--- config.mk ---
export PLATFORM = sky130hd
export DESIGN_NAME = fetch_ctrl
export DESIGN_NICKNAME = d
export VERILOG_FILES = /design/src/rtl/fetch_ctrl.sv
export SDC_FILE = /design/constraint.sdc
export NUM_CORES = 1
export LEC_CHECK = 0
export BUFFER_PORTS_ARGS = -buffer_cell sky130_fd_sc_hd__buf_2
export CELL_PAD_IN_SITES_DETAIL_PLACEMENT = 1
export CELL_PAD_IN_SITES_GLOBAL_PLACEMENT = 1
export CORE_ASPECT_RATIO = 1.4
export CORE_MARGIN = 4
export CORE_UTILIZATION = 42
export CTS_BUF_LIST = sky130_fd_sc_hd__clkbuf_4
export DETAILED_ROUTE_END_ITERATION = 10
export PLACE_DENSITY_LB_ADDON = 0.1
export SLEW_MARGIN = 0
export SYNTH_ARGS = -nofsm -noshare
export SYNTH_HDL_FRONTEND = slang
export SYNTH_SLANG_ARGS = --single-unit
--- constraint.sdc ---
create_clock -name clk -period 4.2 [get_ports clk]
set_input_delay 0.63 -clock clk [delete_from_list [all_inputs] [get_ports clk]]
set_output_delay 0.63 -clock clk [all_outputs]
set_load 0.02 [all_outputs]
--- src/rtl/fetch_ctrl.sv ---
// fetch_ctrl: fetch-stage sequencer.
//   Owns the program counter and issues one instruction-memory read at a time.
//   Each returned word is held in an output register until decode accepts it.
//   Redirects squash the fetch path. A HALT accepted from decode stops fetching for good.
//
// Ports
//   clk, rst            clock; asynchronous active-low reset
//   mem_req/mem_addr    memory read request and its address (always pc)
//   mem_done/mem_data   memory response strobe and returned instruction word
//   if_valid/if_ready   output handshake towards decode
//   if_instr/if_pc      held instruction and its address
//   if_pc_next          if_pc + PC_INC, used by decode as the link value
//   redirect_valid/_pc  restart fetch at redirect_pc (bit 0 forced to 0)
//   halt                decode saw HALT; takes effect together with a transfer
//   halted, err         sticky status: fetch stopped / request pending too long
module fetch_ctrl #(
  parameter logic [15:0] RESET_PC   = 16'h0000,
  parameter logic [15:0] PC_INC     = 16'h0002,
  parameter logic [7:0]  WAIT_LIMIT = 8'd255
) (
  input  logic        clk,
  input  logic        rst,
  output logic        mem_req,
  output logic [15:0] mem_addr,
  input  logic        mem_done,
  input  logic [15:0] mem_data,
  output logic        if_valid,
  input  logic        if_ready,
  output logic [15:0] if_instr,
  output logic [15:0] if_pc,
  output logic [15:0] if_pc_next,
  input  logic        redirect_valid,
  input  logic [15:0] redirect_pc,
  input  logic        halt,
  output logic        halted,
  output logic        err
);

  typedef enum logic [1:0] {
    ST_REQ    = 2'd0,
    ST_FULL   = 2'd1,
    ST_FLUSH  = 2'd2,
    ST_HALTED = 2'd3
  } state_t;

  state_t      state_reg, state_next;
  logic [15:0] pc_reg, pc_next;
  logic [15:0] if_instr_reg, if_instr_next;
  logic [15:0] if_pc_reg, if_pc_next_val;
  logic [7:0]  wait_cnt_reg, wait_cnt_next;
  logic        err_reg, err_next;
  logic        mem_req_reg;

  always_comb begin
    state_next     = state_reg;
    pc_next        = pc_reg;
    if_instr_next  = if_instr_reg;
    if_pc_next_val = if_pc_reg;
    wait_cnt_next  = wait_cnt_reg;
    err_next       = err_reg;

    if (state_reg != ST_HALTED) begin
      if (redirect_valid) begin
        // Redirect beats everything: a same-cycle response, transfer or
        // halt belongs to the squashed path and is dropped.
        pc_next       = redirect_pc & 16'hFFFE;
        wait_cnt_next = 8'd0;
        state_next    = ST_FLUSH;
      end else begin
        case (state_reg)
          ST_REQ: begin
            if (mem_done) begin
              if_instr_next  = mem_data;
              if_pc_next_val = pc_reg;
              pc_next        = pc_reg + PC_INC;
              state_next     = ST_FULL;
            end else begin
              // err flags once the request has been pending WAIT_LIMIT
              // cycles; the request itself keeps waiting.
              if (wait_cnt_reg == WAIT_LIMIT - 8'd1) begin
                err_next = 1'b1;
              end
              if (wait_cnt_reg != 8'hFF) begin
                wait_cnt_next = wait_cnt_reg + 8'd1;
              end
            end
          end
          ST_FULL: begin
            if (if_ready) begin
              wait_cnt_next = 8'd0;
              state_next    = halt ? ST_HALTED : ST_REQ;
            end
          end
          ST_FLUSH: begin
            state_next = ST_REQ;
          end
          default: begin
            state_next = state_reg;
          end
        endcase
      end
    end
  end

  always_ff @(posedge clk or negedge rst) begin
    if (!rst) begin
      state_reg    <= ST_REQ;
      pc_reg       <= RESET_PC;
      if_instr_reg <= 16'h0000;
      if_pc_reg    <= 16'h0000;
      wait_cnt_reg <= 8'd0;
      err_reg      <= 1'b0;
      mem_req_reg  <= 1'b0;
    end else begin
      state_reg    <= state_next;
      pc_reg       <= pc_next;
      if_instr_reg <= if_instr_next;
      if_pc_reg    <= if_pc_next_val;
      wait_cnt_reg <= wait_cnt_next;
      err_reg      <= err_next;
      // Registered copy of "next state is REQ" so the request line never
      // depends combinationally on inputs and is low while in reset.
      mem_req_reg  <= (state_next == ST_REQ);
    end
  end

  assign mem_req    = mem_req_reg;
  assign mem_addr   = pc_reg;
  assign if_valid   = (state_reg == ST_FULL);
  assign if_instr   = if_instr_reg;
  assign if_pc      = if_pc_reg;
  assign if_pc_next = if_pc_reg + PC_INC;
  assign halted     = (state_reg == ST_HALTED);
  assign err        = err_reg;

endmodule

# After elaboration in Yosys (flattened, before gate mapping)
# Cells that the tools add are included.
# word_totals
latch_bits	0
ramBits	0
mem_count	0
regBits	60
out_inout_bits	68
input_bits	38
mem_bits_ro	0
# op_classes
n_mul	0
magnitude_cmp	0
n_addsub	3
n_div	0
n_bitwise	2
n_reduce_logical	9
n_shift	0
eq_ne	9
n_mux	14
# op_table
op	count
$mux W16	3
$add A16 B2 Y16 const B	2
$mux W8	4
$pmux W8 S2	1
$mux W2	5
$reduce_and A5 Y1	2
$add A8 B1 Y8 const B	1
$eq A8 B8 Y1 const B	1
$ne A8 B8 Y1 const B	1
$ne A3 B3 Y1 const B	2
$pmux W2 S3	1
$eq A2 B2 Y1 const B	2
$logic_not A2 Y1	2
$reduce_and A4 Y1	1
$reduce_bool A2 Y1	2
$ne A3 B1 Y1 const B	1
$reduce_and A3 Y1	1
$reduce_bool A3 Y1	1
$eq A2 B1 Y1 const B	1
$ne A2 B2 Y1 const B	1
$not A1 Y1	2

# Logic depth before layout (Yosys ltp)
# Gate-level depths: netlist (run 1).
# logic_depth
depth_word	6
depth_mapped	6

# Worst setup path after synthesis (run 1)
# No wires, ideal clock.
# synth_path
path_kind	register -> output
from	register if_pc_reg[2], in the netlist if_pc[2]
to	output port if_pc_next[15]
arrival_ns	1.904
required_time_ns	3.570
slack_ns	1.666
path_stages_with_launch	6
n_path_buf	0
path_cell_list	dfrtp_1 > ha_1 > inv_1 > or4_1 > nor2_1 > xor2_1
# synth_between
elab_chain_cells	1
# synth_lines
item	line_no	source
start, declared	49	logic [15:0] if_pc_reg, if_pc_next_val;
start signal, assigned	118	if_pc_reg <= if_pc_next_val;
$add A16 B2 Y16	132	assign if_pc_next = if_pc_reg + PC_INC;
end, declared	31	output logic [15:0] if_pc_next,
# Every way passes these cells.

# Final worst setup path (run 1)
# layout_path
from	register if_pc_reg[1], in the netlist if_pc[1]
to	output port if_pc_next[15]
# The elaborated chain is that of the path after synthesis.

==> results of run 1 <==
==> power breakdown <==
group	internal, W	switching [W]	total [W]
clock	0.000304	0.000208	0.000512
combinational	0.000491	0.000818	0.00131
sequential	0.000791	0.000307	0.00110
==> layer usage <==
layer	global-route usage (%)	wire (microns)
met3	4.918	516
met1	24.02	3520
met2	33.37	4297
met4	7.729	160
met5	0	0
==> final timing paths <==
path                                              from                  endpoint  slack (ps)  cells after the start
min in group clk                                  halt         mem_req$_DFF_PN0_         440                      2
worst max-delay path              if_pc[1]$_DFFE_PN0P_            if_pc_next[15]        1250                      6
worst min-delay path                               rst  if_instr[11]$_DFFE_PN0P_         260                      1
worst min register to register         err$_DFFE_PN0P_           err$_DFFE_PN0P_         470                      1
worst max register to register  state_reg[0]$_DFF_PN0_  mem_addr[15]$_DFFE_PN0P_        2080                      4
max in group asynchronous                          rst   mem_addr[5]$_DFFE_PN0P_        3100                      2
==> synthesized netlist by cell type, types with 2 or more instances <==
cell,instances
inv_1,13
nand4_1,8
buf_2,8
a31oi_1,3
a21oi_1,14
nand3_1,13
a22oi_1,2
and3_1,3
nor3_1,9
a32oi_1,3
o22ai_1,3
clkbuf_1,3
o31ai_1,9
nand3_4,2
o2bb2ai_1,3
nand2b_1,4
nand2_1,14
buf_4,4
a211oi_1,3
and2_1,3
xor2_1,3
o41ai_1,3
o21ai_0,25
a311oi_1,2
o211ai_1,2
dfrtp_1,58
xnor2_1,10
nor2_1,16
a41o_1,2
nor4_1,3
ha_1,4
mux2_2,26
mux2i_1,2
==> stage by stage <==
stage | total power, W | setup WS [ps] | hold slack (ps) | util, %
6_report | 0.002919 | 1250 | 256.4 | 54.15
5_1_grt | 0.003134 | 1131 | 275.9 | 54.15
4_1_cts | 0.002954 | 1193 | 254.7 | 54.15
3_5_place_dp | 0.002435 | 1446 | 453.5 | 51.62
3_3_place_gp | 0.002395 | 1471 | 450.7 | 51.62
2_1_floorplan | 0.001930 | 1666 | 334.4 | -
==> worst max-delay path: stages, from the launching register on <==
cell,delay (ps)
dfrtp_1,450
ha_1,300
inv_1,60
or4_1,610
nor2_1,180
xor2_1,150
buf_2,180
==> cell families after synthesis <==
group                    Yosys count  share of synthesized area [%]
AO/OA/AOI/OAI                     77                          15.85
XOR/XNOR                          13                          3.652
adder cells (fa/ha/maj)            4                          1.605
buffers and inverters             31                          4.855
flip-flops                        58                          46.55
multiplexers                      29                          10.39
other                              1                         0.1203
AND/OR/NAND/NOR                   90                          16.98
==> area by class of cell <==
class	count	area (sq um)	area share, %
clock inverter	6	105.1	2.727
sequential	58	1451	37.66
multi-input combinational	216	1523	39.51
clock buffer	10	75.07	1.948
timing repair buffer	104	528.0	13.70
tap	95	118.9	3.084
inverter	14	52.55	1.364
==> impl_metrics.yaml, run 1 <==
worst_setup_path:
  start_kind: "register"
  worstSetupPathType: "reg -> out"
  endpoint_kind: "output pin"
  crit_required_ps: 3570
  cp_max_fo: 6
  arrival_ps: 2320
power:
  ir_drop_v: 0.0002934
  p_leak_nw: 1.770
  p_per_area_nw_per_um2: 757.5
synth:
  synthArstFlopShare_pct: 100.0
  yosysTopAreaCell: "dfrtp_1"
  netlist_area_sq_um: 3118
  ys_ff_latch: 58
  synthDistinctLibCells: 56
  ys_warn_count: 0
  syn_avg_cell_area_sq_um: 10.29
  ys.flop_type: "dfrtp_1"
  netlist_instances: 303
  synth_edf_count: 0
  synth_seq_area_share_pct: 46.55
  yosys.area.top_type_share_pct: 46.55
  synth_area_leaders: "dfrtp_1 (47%), mux2_2 (9.4%), o21ai_0 (4.0%)"
final_layout:
  layout_common_cells: "buf_2 (101), dfrtp_1 (58), mux2_2 (26), o21ai_0 (25), nor2_1 (16)"
  drive_above_1_share_pct: 37.25
  antenna_cells: 0
  design_area_sq_um: 3854
  layout_commonest_cell: "buf_2"
  stdcell_count: 503
  area_growth_pct: 23.60
  largest_reg_flops: 16
  nFillCells: 875
  nets: 445
sta:
  setup_viol: 0
  finalHoldViolCount: 0
  setup_tns_ps: 0
  timing.fmax_mhz: 339.0
  post-route-period-util_pct: 70.24
  rsz0062_at_grt: "no"
  worst_slew_pin_slew_ps: 1124
  maxSlewViolCount: 0
  max_slew_margin_pct: 25.04
  min_period_ps: 2950
  clock_skew_ps: 8.869
route:
  route.vias.total: 2746
  final_antenna_net_count: 0
  viasPerCell: 5.459
  drt_first_pass_iters: 4
  avgRoutedWirePerCell_microns: 16.89
  drt_wl_total_microns: 8495
  drcViolationCount: 0
  first_iter_violations: 91
global_routing:
  antenna_found_initial: 0
  grt_max_degree: 48
  grt_usage_pct: 19.77
  overflow: 0
  grt_pass1_wl_microns: 13420
  grt_pass1_vias: 2668
place:
  place_hpwl_microns: 6323
  place_inst: 487
  gp_congestion: 0.7873
  placed_area_sq_um: 3674
  io_buffers: 101
floorplanning:
  die_x_microns: 80.82
  ios: 106
  die_height_microns: 109.9
  rows: 36
  die_area_sq_um: 8886
  core_sq_um: 7117
  start_util_pct: 43.81
cts:
  clkTransAtPathRegs_ps: 100
  post_cts_buffers: 0
  clockBufferDepth: 2
  cts-buffers-inserted: 9
  ctsHoldBuffers: 0
  clock-root-buffer: "clkbuf_4"
  clock_latency_ps: 400
  post_cts_resized: 0
  tritoncts: "built"
  cts_sinks: 58
  cts_max_level: 3
flow_run:
  cap_violations: 0
min_path:
  hp-class: "in -> async"
outcome:
  status: "complete, no violations"
Note: power is estimated with default switching activity, not from simulation.
==> inputs of run 2 (changes only) <==
--- a/config.mk
+++ b/config.mk
@@ -10,7 +10,7 @@
 export CELL_PAD_IN_SITES_GLOBAL_PLACEMENT = 1
 export CORE_ASPECT_RATIO = 1.4
 export CORE_MARGIN = 4
-export CORE_UTILIZATION = 42
+export CORE_UTILIZATION = 39
 export CTS_BUF_LIST = sky130_fd_sc_hd__clkbuf_4
 export DETAILED_ROUTE_END_ITERATION = 10
 export PLACE_DENSITY_LB_ADDON = 0.1
==> constraint.sdc (replaced) <==
create_clock -name clk -period 3.1 [get_ports clk]
set_input_delay 0.465 -clock clk [delete_from_list [all_inputs] [get_ports clk]]
set_output_delay 0.465 -clock clk [all_outputs]
set_load 0.02 [all_outputs]
==> run 2 against run 1 <==
Combinational power up 37%; via count up 1.7%; critical path depth unchanged; register-to-register slack worse by 920 ps; sequential cell count unchanged; die area up 7.0%; final cell count up 1.4%; routed wire length up 4.1%.
==> impl_metrics.yaml, run 2 (synthesis results as in run 1) <==
final_layout:
  antenna_cells: 0
  utilization_pct: 49.42
  layout_commonest_cell: "buf_2"
  nets: 447
  area_growth_pct: 22.83
  largest_reg_flops: 16
  layout_common_cells: "buf_2 (101), dfrtp_1 (58), mux2_2 (26), o21ai_0 (25), nor2_1 (16)"
  design_area_sq_um: 3830
  drive_above_1_share_pct: 37.32
cts:
  ctsHoldBuffers: 1
  post_cts_resized: 0
  clkTransAtPathRegs_ps: 110
  clock-root-buffer: "clkbuf_4"
  cts_sinks: 58
  tritoncts: "built"
  clock_latency_ps: 410
  cts-buffers-inserted: 9
  cts_max_level: 3
  post_cts_buffers: 0
  clockBufferDepth: 2
route:
  route.vias.total: 2793
  drt_wl_total_microns: 8840
  dr_wl_met3_microns: 525
  drt_first_pass_iters: 4
  wl_met2_microns: 4588
  avgRoutedWirePerCell_microns: 17.33
  drcViolationCount: 0
  viasPerCell: 5.476
  first_iter_violations: 77
  final_antenna_net_count: 0
  wl_met1_microns: 3590
  top_layer: "met4"
power:
  p_per_area_nw_per_um2: 1000
  p_leak_nw: 1.763
  p_total_w: 0.003831
  ir_drop_v: 0.0004103
place:
  detailedPlace.worstSlack_ps: 692.9
  gp_congestion: 0.7987
  place_hpwl_microns: 6616
  io_buffers: 101
  placed_area_sq_um: 3687
sta:
  worst_slew_pin_slew_ps: 914.9
  setup_tns_ps: 0
  maxSlewViolCount: 0
  max_slew_margin_pct: 39.01
  fin_ws_ps: 277.2
  setup_viol: 0
  post-route-period-util_pct: 91.06
  min_period_ps: 2823
  clock_skew_ps: 16.40
  finalHoldViolCount: 0
  timing.fmax_mhz: 354.3
  rsz0062_at_grt: "no"
flow_run:
  cap_violations: 0
floorplanning:
  die_x_microns: 83.57
  die_height_microns: 113.8
  core_sq_um: 7750
  ios: 106
  start_util_pct: 40.23
  rows: 38
  die_area_sq_um: 9510
worst_setup_path:
  crit_chain: "ha_1, inv_1, or4_1, nor2_1, xor2_1, buf_2"
  crit_required_ps: 2630
  critPathTopFamily: "simple AND/OR/NAND/NOR gates"
  r2r_cells: 4
  arrival_ps: 2360
  endpoint_kind: "output pin"
  critPathBufInv: 2
  worstSetupPathType: "reg -> out"
  max_stage_delay_ps: 600
  worst-path-stages: 6
  slowest_stage: "or4_1"
  cp_max_fo: 6
  start_kind: "register"
global_routing:
  grt_pass1_wl_microns: 14720
  grt_usage_pct: 19.25
  grt_max_degree: 40
  antenna_found_initial: 0
  overflow: 0
  grt_pass1_vias: 2929
min_path:
  hold_depth: 2
  hp-class: "in -> reg"
outcome:
  status: "complete, no violations"
[run 2: through the flow]
| stage | hold WS [ps] | instances |
|---|---|---|
| 2_1_floorplan | 169.4 | 305 |
| 3_3_place_gp | 446.4 | 493 |
| 6_report | 280.3 | 510 |
| 5_1_grt | 254.5 | 510 |
| 4_1_cts | 248.6 | 510 |
| 3_5_place_dp | 453.0 | 493 |
[run 2: routing by layer]
| layer | up-vias | GRT usage (%) |
|---|---|---|
| met2 | 71 | 33.35 |
| met4 | 0 | 6.330 |
| met1 | 1380 | 22.67 |
| met5 | - | 0 |
| li1 | 1330 | - |
| met3 | 12 | 5.997 |
[run 2: where the power goes]
group | internal (W) | leakage (nW) | total (W) | switching (W)
Sequential | 0.00107 | 0.715 | 0.00148 | 0.000414
Combinational | 0.000672 | 0.972 | 0.00179 | 0.00112
Clock | 0.000267 | 0.0764 | 0.000552 | 0.000285
[run 2: path summary, 6_finish.rpt]
path / from / end / slack, ps
worst max register to register: state_reg[1]$_DFF_PN0_ / wait_cnt_reg[1]$_DFFE_PN0P_ / 1160
min in group asynchronous: rst / wait_cnt_reg[2]$_DFFE_PN0P_ / 540
worst min register to register: if_instr[5]$_DFFE_PN0P_ / if_instr[5]$_DFFE_PN0P_ / 510
worst max-delay path: if_pc[1]$_DFFE_PN0P_ / if_pc_next[15] / 280
worst min-delay path: halt / mem_req$_DFF_PN0_ / 280
max in group asynchronous: rst / mem_addr[3]$_DFFE_PN0P_ / 1650
[run 2: area by class of cell]
class | count | area, sq um
Timing Repair Buffer | 106 | 545.5
Sequential cell | 58 | 1451
Multi-Input combinational cell | 216 | 1523
Tap cell | 100 | 125.1
Clock inverter | 4 | 42.54
Inverter | 14 | 52.55
Clock buffer | 12 | 90.09
Fill cell | 920 | 3920
